<file path="src/rtl/ifu_fetch.sv">
// ifu_fetch: single-outstanding instruction fetch unit with an AXI-lite style read channel.
// The fetch loop is IDLE -> AR -> R -> HOLD -> AR ... and ERR is terminal until reset.
// Optional build macro IFU_ALIGN_CHECK_EN: when defined, a PC with nonzero pc[1:0] in AR
// suppresses the request and sends the unit to ERR.
module ifu_fetch #(
  parameter logic [31:0] INST_NOP = 32'h00000013
) (
  input  logic        clk,
  input  logic        rst_n,
  input  logic [31:0] pc,
  input  logic        pc_update_en,
  output logic [31:0] araddr,
  output logic        arvalid,
  input  logic        arready,
  input  logic [31:0] rdata,
  input  logic [1:0]  rresp,
  input  logic        rvalid,
  output logic        rready,
  output logic [31:0] inst,
  output logic        inst_valid,
  output logic        fetch_err
);

  localparam logic [2:0] S_IDLE = 3'd0;
  localparam logic [2:0] S_AR   = 3'd1;
  localparam logic [2:0] S_R    = 3'd2;
  localparam logic [2:0] S_HOLD = 3'd3;
  localparam logic [2:0] S_ERR  = 3'd4;

  logic [2:0]  state_q, state_d;
  logic [31:0] inst_q, inst_d;
  logic        inst_valid_q, inst_valid_d;
  logic        fetch_err_q, fetch_err_d;
  logic        addr_ok_s;

  // The PC is only read in AR; it is stable there because it only moves on the
  // HOLD -> AR edge, so the alignment check and araddr can use it directly.
`ifdef IFU_ALIGN_CHECK_EN
  assign addr_ok_s = (pc[1:0] == 2'b00);
`else
  assign addr_ok_s = 1'b1;
`endif

  // Next-state and datapath decision for the fetch loop.
  always_comb begin
    state_d      = state_q;
    inst_d       = inst_q;
    inst_valid_d = inst_valid_q;
    fetch_err_d  = fetch_err_q;
    case (state_q)
      S_IDLE: begin
        state_d = S_AR;
      end
      S_AR: begin
        if (!addr_ok_s) begin
          state_d     = S_ERR;
          fetch_err_d = 1'b1;
        end else if (arready) begin
          state_d = S_R;
        end else begin
          state_d = S_AR;
        end
      end
      S_R: begin
        if (rvalid) begin
          if (rresp == 2'b00) begin
            inst_d       = rdata;
            inst_valid_d = 1'b1;
            state_d      = S_HOLD;
          end else begin
            inst_valid_d = 1'b0;
            fetch_err_d  = 1'b1;
            state_d      = S_ERR;
          end
        end else begin
          state_d = S_R;
        end
      end
      S_HOLD: begin
        if (pc_update_en) begin
          inst_valid_d = 1'b0;
          state_d      = S_AR;
        end else begin
          state_d = S_HOLD;
        end
      end
      S_ERR: begin
        inst_valid_d = 1'b0;
        fetch_err_d  = 1'b1;
        state_d      = S_ERR;
      end
      default: begin
        inst_valid_d = 1'b0;
        state_d      = S_IDLE;
      end
    endcase
  end

  // State and instruction registers; reset abandons any outstanding read.
  always_ff @(posedge clk or negedge rst_n) begin
    if (!rst_n) begin
      state_q      <= S_IDLE;
      inst_q       <= INST_NOP;
      inst_valid_q <= 1'b0;
      fetch_err_q  <= 1'b0;
    end else begin
      state_q      <= state_d;
      inst_q       <= inst_d;
      inst_valid_q <= inst_valid_d;
      fetch_err_q  <= fetch_err_d;
    end
  end

  assign araddr     = pc;
  assign arvalid    = (state_q == S_AR) && addr_ok_s;
  assign rready     = (state_q == S_R);
  assign inst       = inst_q;
  assign inst_valid = inst_valid_q;
  assign fetch_err  = fetch_err_q;

endmodule
</file>
<file path="config.mk">
export PLATFORM = sky130hd
export DESIGN_NAME = ifu_fetch
export DESIGN_NICKNAME = d
export VERILOG_FILES = /design/src/rtl/ifu_fetch.sv
export SDC_FILE = /design/constraint.sdc
export NUM_CORES = 1
export LEC_CHECK = 0
export CORE_ASPECT_RATIO = 0.8
export CORE_MARGIN = 2
export CORE_UTILIZATION = 34
export CTS_CLUSTER_SIZE = 40
export DETAILED_ROUTE_END_ITERATION = 6
export PLACE_DENSITY = 0.84
export RECOVER_POWER = 50
export SYNTH_ARGS = -nofsm -noshare
export SYNTH_HDL_FRONTEND = slang
export SYNTH_SLANG_ARGS = --single-unit
</file>
<file path="constraint.sdc">
create_clock -name clk -period 1.9 [get_ports clk]
set_clock_uncertainty 0.2 [all_clocks]
set_input_delay 0.19 -clock clk [delete_from_list [all_inputs] [get_ports clk]]
set_output_delay 0.19 -clock clk [all_outputs]
set_load 0.1 [all_outputs]
</file>
==> metrics, run 1 <==
placeable core area 0.005094 mm²; worst reg2reg path startpoint state_q[2]; hold_sp pc[28]; type of the worst setup path flip-flop to flip-flop; GR peak layer met2; #FFs+latches synth 37; DR DRC count 0; Die Y 69.63 µm; Port Buffers 74; status finished clean; die width 86.04 µm; Yosys top cell area share 46.48%; internal reg-to-reg setup slack 0.15 ns; post-synth cell types 24; cts bufs inserted 5; post-CTS setup buffers 0; fin crit share 92.11%; Synth area leader dfrtp_1; Critical Path End Type flip-flop; worst reg2reg path depth 4; total gr overflow 0; Setup-failing EPs final 0; final hold vios 0; initial antenna violation count 0; hpwl dp 2589 µm; Setup TNS Final 0 ns; TritonCTS clock tree built; max-slew violations 0; layout cells sized above 1 50.00%; Slew HR 63.57%; sequential area share after synthesis 50.79%; post-layout instance area 0.002574 mm²; Least-Margin Pin Slew 0.5488 ns; Post-Syn Nets 196; Post-Syn Instances 125; clk root buf clkbuf_8; most frequent cell after synthesis dfrtp_1; drt wl/cell 14.49 µm; final WL 3477 µm; antenna-violating nets left 0; GPL Wtd Cong 0.7316; dominant cells by area after synthesis dfrtp_1 46%, mux2_4 24%, buf_4 13%, dfstp_2 4.3%, mux2_2 2.5%; area delta synth->final 40.60%; clock latency on the worst-skew pair 0.28 ns; Tmin final 1.750 ns; Critical Path AT 1.73 ns; GR Util met1 16.32%; vias in the first global route 1,112; Worst EP required 1.88 ns; Reg area 930.9 µm²; site row count 23; Worst Hold Endpoint araddr[28]; clock transition at the registers of the reported paths 0.07 ns; drt first pass iters 4; Post-DP Area 0.002464 mm²; Tot GR Track Use 12.11%; met3 usage 4.762%; via count 1,087; Starting Density 35.94%; most frequent cells after synthesis 34 x dfrtp_1, 32 x buf_4, 29 x mux2_4; mapped cell area 0.001831 mm²; area of the multi-input gates 623.1 µm²; initial DRC count 10; Syn Area/Cell 14.64 µm²; RSZ-0062 raised after global routing false; Clock Tree Buf Depth 2; crit-path max FO 10; CTS H-tree depth 2; met2 usage 16.97%; DIE AREA 0.005991 mm²; first-pass GRT wire length 5658 µm; Async S/R FF share, synth 100.0%; largest net degree at the start of global routing 24; Final Net Count 248; number of synthesized flops with an enable pin 0; max_cap viols 0; startpoint types flip-flop; Clock Sinks 37; I/O Pins 139; cell count of the worst hold path 0; Worst R2R End inst[25]; ant diodes 0; Main synth FF type dfrtp_1; Vias/cell 4.529; # fillers 445; HP Class primary input to output port; FMAX 571.4 MHz; Yosys warnings 0
-- what timing repair did --
item,4_1_cts,5_1_grt
setup endpoints to repair,0,0
hold buffers,1,0
hold endpoints to repair,20,0
resized for setup,0,0
-- cell usage in the layout, fill, tap and decap left out, drive strengths merged, types with 2 or more instances in the layout --
master         netlist  layout
buf                 36      39
nor3b                2       2
o21ai                2       2
dfstp                3       3
inv                  1       2
mux2                33      33
clkbuf               0       9
bufinv               0       2
clkdlybuf4s50        0      36
dfrtp               34      34
dlygate4sd3          0       2
nor2                 2       2
-- worst max path at each step --
stage	startpoint	to	cells after the start
6_report	state_q[2]	inst[25]	4
2_1_floorplan	state_q[0]	inst[15]	5
4_1_cts	state_q[2]	inst[25]	4
3_5_place_dp	rresp[1]	inst[25]	5
3_3_place_gp	rresp[1]	inst[27]	5
5_1_grt	state_q[2]	inst[25]	4
-- per-layer routing --
layer	vias up	share of wire, %
met5	-	0
met4	0	2.4
met3	19	9.1
met2	59	43
met1	510	46
li1	499	-
-- cell type report --
cell class	instances	share of cell area, %
sequential	37	36.17
timing repair buffer	81	31.11
multi-input combinational	51	24.21
tap	62	3.014
clock buffer	5	2.674
clock inverter	3	2.674
inverter	1	0.1458
-- critical path, stage by stage, from the launching register on --
cell and delay [ns]:
dfrtp_2 0.46, nor3b_4 0.33, nand3_4 0.12, buf_4 0.21, mux2_4 0.31
-- state kept, by name, indices dropped and copies added, names as in the netlist --
name and cells:
fetch_err 1, inst 32, state_q 3, inst_valid 1
-- per-stage QoR --
| stage | hold WS (ns) | utilization, % | instances | setup WS, ns |
|---|---|---|---|---|
| final | 0.1800 | 50.53 | 240 | 0.1499 |
| after global routing | 0.1802 | 50.53 | 240 | 0.08913 |
| after CTS | 0.1807 | 51.27 | 240 | 0.1370 |
| after detailed placement | -0.02538 | 48.37 | 231 | 0.1146 |
| after global placement | -0.02707 | 48.37 | 231 | 0.1238 |
| after floorplan | -0.3056 | - | 125 | -0.5392 |
-- kinds of logic after synthesis --
| family | Yosys count | synth area share (%) |
|---|---|---|
| multiplexers | 33 | 26.25 |
| buffers and inverters | 37 | 15.45 |
| AO/OA/AOI/OAI | 8 | 2.940 |
| AND/OR/NAND/NOR | 10 | 4.581 |
| flip-flops | 37 | 50.79 |
Power of run 1 is not shown: default switching activity piles up to over one toggle a cycle in this logic, so the estimate is an artifact.
==> run 2, diff against run 1 <==
Settings changed: CAP_MARGIN set to 20.
==> results of run 2 <==
The final DEF is identical to that of run 1; final timing and power are the same.
Power of run 2 is left out for the same reason.
==> run 3, diff against run 2 <==
Settings changed: REMOVE_ABC_BUFFERS set to 1.
==> metrics, run 3 (synthesis results as in run 1) <==
status finished clean (unchanged); GR Util met1 21.05% (was 16.32%); placed instance count 230 (was 231); slowest library cell on the worst path dfrtp_1 (was dfrtp_2); Crit path buffers/inverters 2 (was 1); drt wl/cell 19.38 µm (was 14.49 µm); worst-path cell chain buf_4, nor3b_1, buf_12 (was nor3b_4, nand3_4, buf_4, mux2_4); worst reg2reg path startpoint state_q[0] (was state_q[2]); Least-Margin Pin Slew 0.9237 ns (was 0.5488 ns); Tmin final 1.806 ns (was 1.750 ns); type of the worst setup path flip-flop to output port (was flip-flop to flip-flop); Worst EP required 1.51 ns (was 1.88 ns); max-slew violations 0 (unchanged); placeable core area 0.005094 mm² (unchanged); post-CTS sizing 0 (unchanged); Clock Tree Buf Depth 2 (unchanged); Clock Sinks 37 (unchanged); Tot GR Track Use 15.95% (was 12.11%); cts bufs inserted 5 (unchanged); met3 usage 14.40% (was 4.762%); TritonCTS clock tree built (unchanged); RSZ-0062 raised after global routing false (unchanged); drt first pass iters 4 (unchanged); max reg flops 32 (unchanged); GPL Wtd Cong 0.7085 (was 0.7316); hold_sp pc[25] (was pc[28]); Die Y 69.63 µm (unchanged); hpwl dp 3568 µm (was 2589 µm); Final Net Count 247 (was 248); final hold vios 0 (unchanged); first-pass GRT wire length 6996 µm (was 5658 µm); most frequent cells in the layout 36 x clkdlybuf4s50_1, 34 x dfrtp_1, 32 x clkbuf_2 (was 36 x clkdlybuf4s50_1, 33 x dfrtp_1, 29 x mux2_4, 29 x buf_4, 9 x buf_12); antenna-violating nets left 0 (unchanged); initial antenna violation count 0 (unchanged); Slew HR 38.42% (was 63.57%); Setup-failing EPs final 0 (unchanged); ant diodes 0 (unchanged); max_cap viols 0 (unchanged); area delta synth->final 34.24% (was 40.60%); crit-path max FO 8 (was 10); Critical Path AT 1.42 ns (was 1.73 ns); clk root buf clkbuf_8 (unchanged); DR DRC count 0 (unchanged); Critical Path End Type output port (was flip-flop); final WL 4633 µm (was 3477 µm); total gr overflow 0 (unchanged); startpoint types flip-flop (unchanged); HP Class primary input to output port (unchanged); via count 1,145 (was 1,087); I/O Pins 139 (unchanged); GR peak layer met1 (was met2); vias in the first global route 1,207 (was 1,112); Final Non-Filler Cells 239 (was 240); Starting Density 35.94% (unchanged); die width 86.04 µm (unchanged); biggest cell delay along the critical path 0.39 ns (was 0.46 ns); layout cells sized above 1 49.72% (was 50.00%); DIE AREA 0.005991 mm² (unchanged); CTS H-tree depth 2 (unchanged); largest net degree at the start of global routing 38 (was 24); Vias/cell 4.791 (was 4.529); clock latency on the worst-skew pair 0.28 ns (about the same); met2 usage 17.83% (was 16.97%); Port Buffers 74 (unchanged); # fillers 470 (was 445); FMAX 553.6 MHz (was 571.4 MHz); most common cell after layout, fill and taps aside clkdlybuf4s50_1 (unchanged); crit path launch state_q[0] (was state_q[2]); Top delay family on crit path buffers and inverters (was flip-flops); fin crit share 95.07% (was 92.11%); initial DRC count 35 (was 10); site row count 23 (unchanged); clock transition at the registers of the reported paths 0.07 ns (about the same)
## run 3: changes by cell type in the layout (fill, tap and decap cells not counted), moves of 2 or more
cell,previous run,this run
buf_12,9,6
buf_4,29,4
clkbuf_1,2,0
clkbuf_2,2,32
## run 3: final cells by class
class,instances,area (µm²),share of cell area (%)
Clock buffer,5,68.82,2.800
Clock inverter,3,68.82,2.800
Inverter,1,3.754,0.1527
Multi-Input combinational cell,51,618.1,25.15
Sequential cell,37,929.6,37.83
Tap cell,62,77.57,3.157
Timing Repair Buffer,80,690.7,28.11
## run 3: worst paths after layout
check                      slack [ns]  cells after the start          to
max in group asynchronous        0.56                      2   fetch_err
max                              0.09                      3     arvalid
min reg2reg                      0.28                      1   fetch_err
max reg2reg                      0.24                      4    inst[14]
min                              0.18                      0  araddr[25]
min in group asynchronous        0.37                      2    inst[27]
## run 3: routing by layer
layer,vias to the layer above,wire (µm)
li1,494,-
met1,554,1937
met2,90,1782
met3,7,872
met4,0,42
met5,-,0
## run 3: repair_timing
action / in CTS / in global routing
endpoints found under the hold margin: 34 / 0
hold buffers: 1 / 0
setup buffers: 0 / 0
## run 3: through the flow
step	utilization, %	instance area (µm²)	TNS, ns	hold slack, ns	worst slack (ns)
floorplan	-	1551	-31.68	-0.3056	-1.201
global placement	47.61	2425	0	0.1245	0.1545
detailed placement	47.61	2425	0	0.1440	0.1386
CTS	50.50	2572	0	0.1809	0.05355
global route	48.24	2457	0	0.1806	0.01933
finish	48.24	2457	0	0.1809	0.09369
Power of run 3 is left out for the same reason.
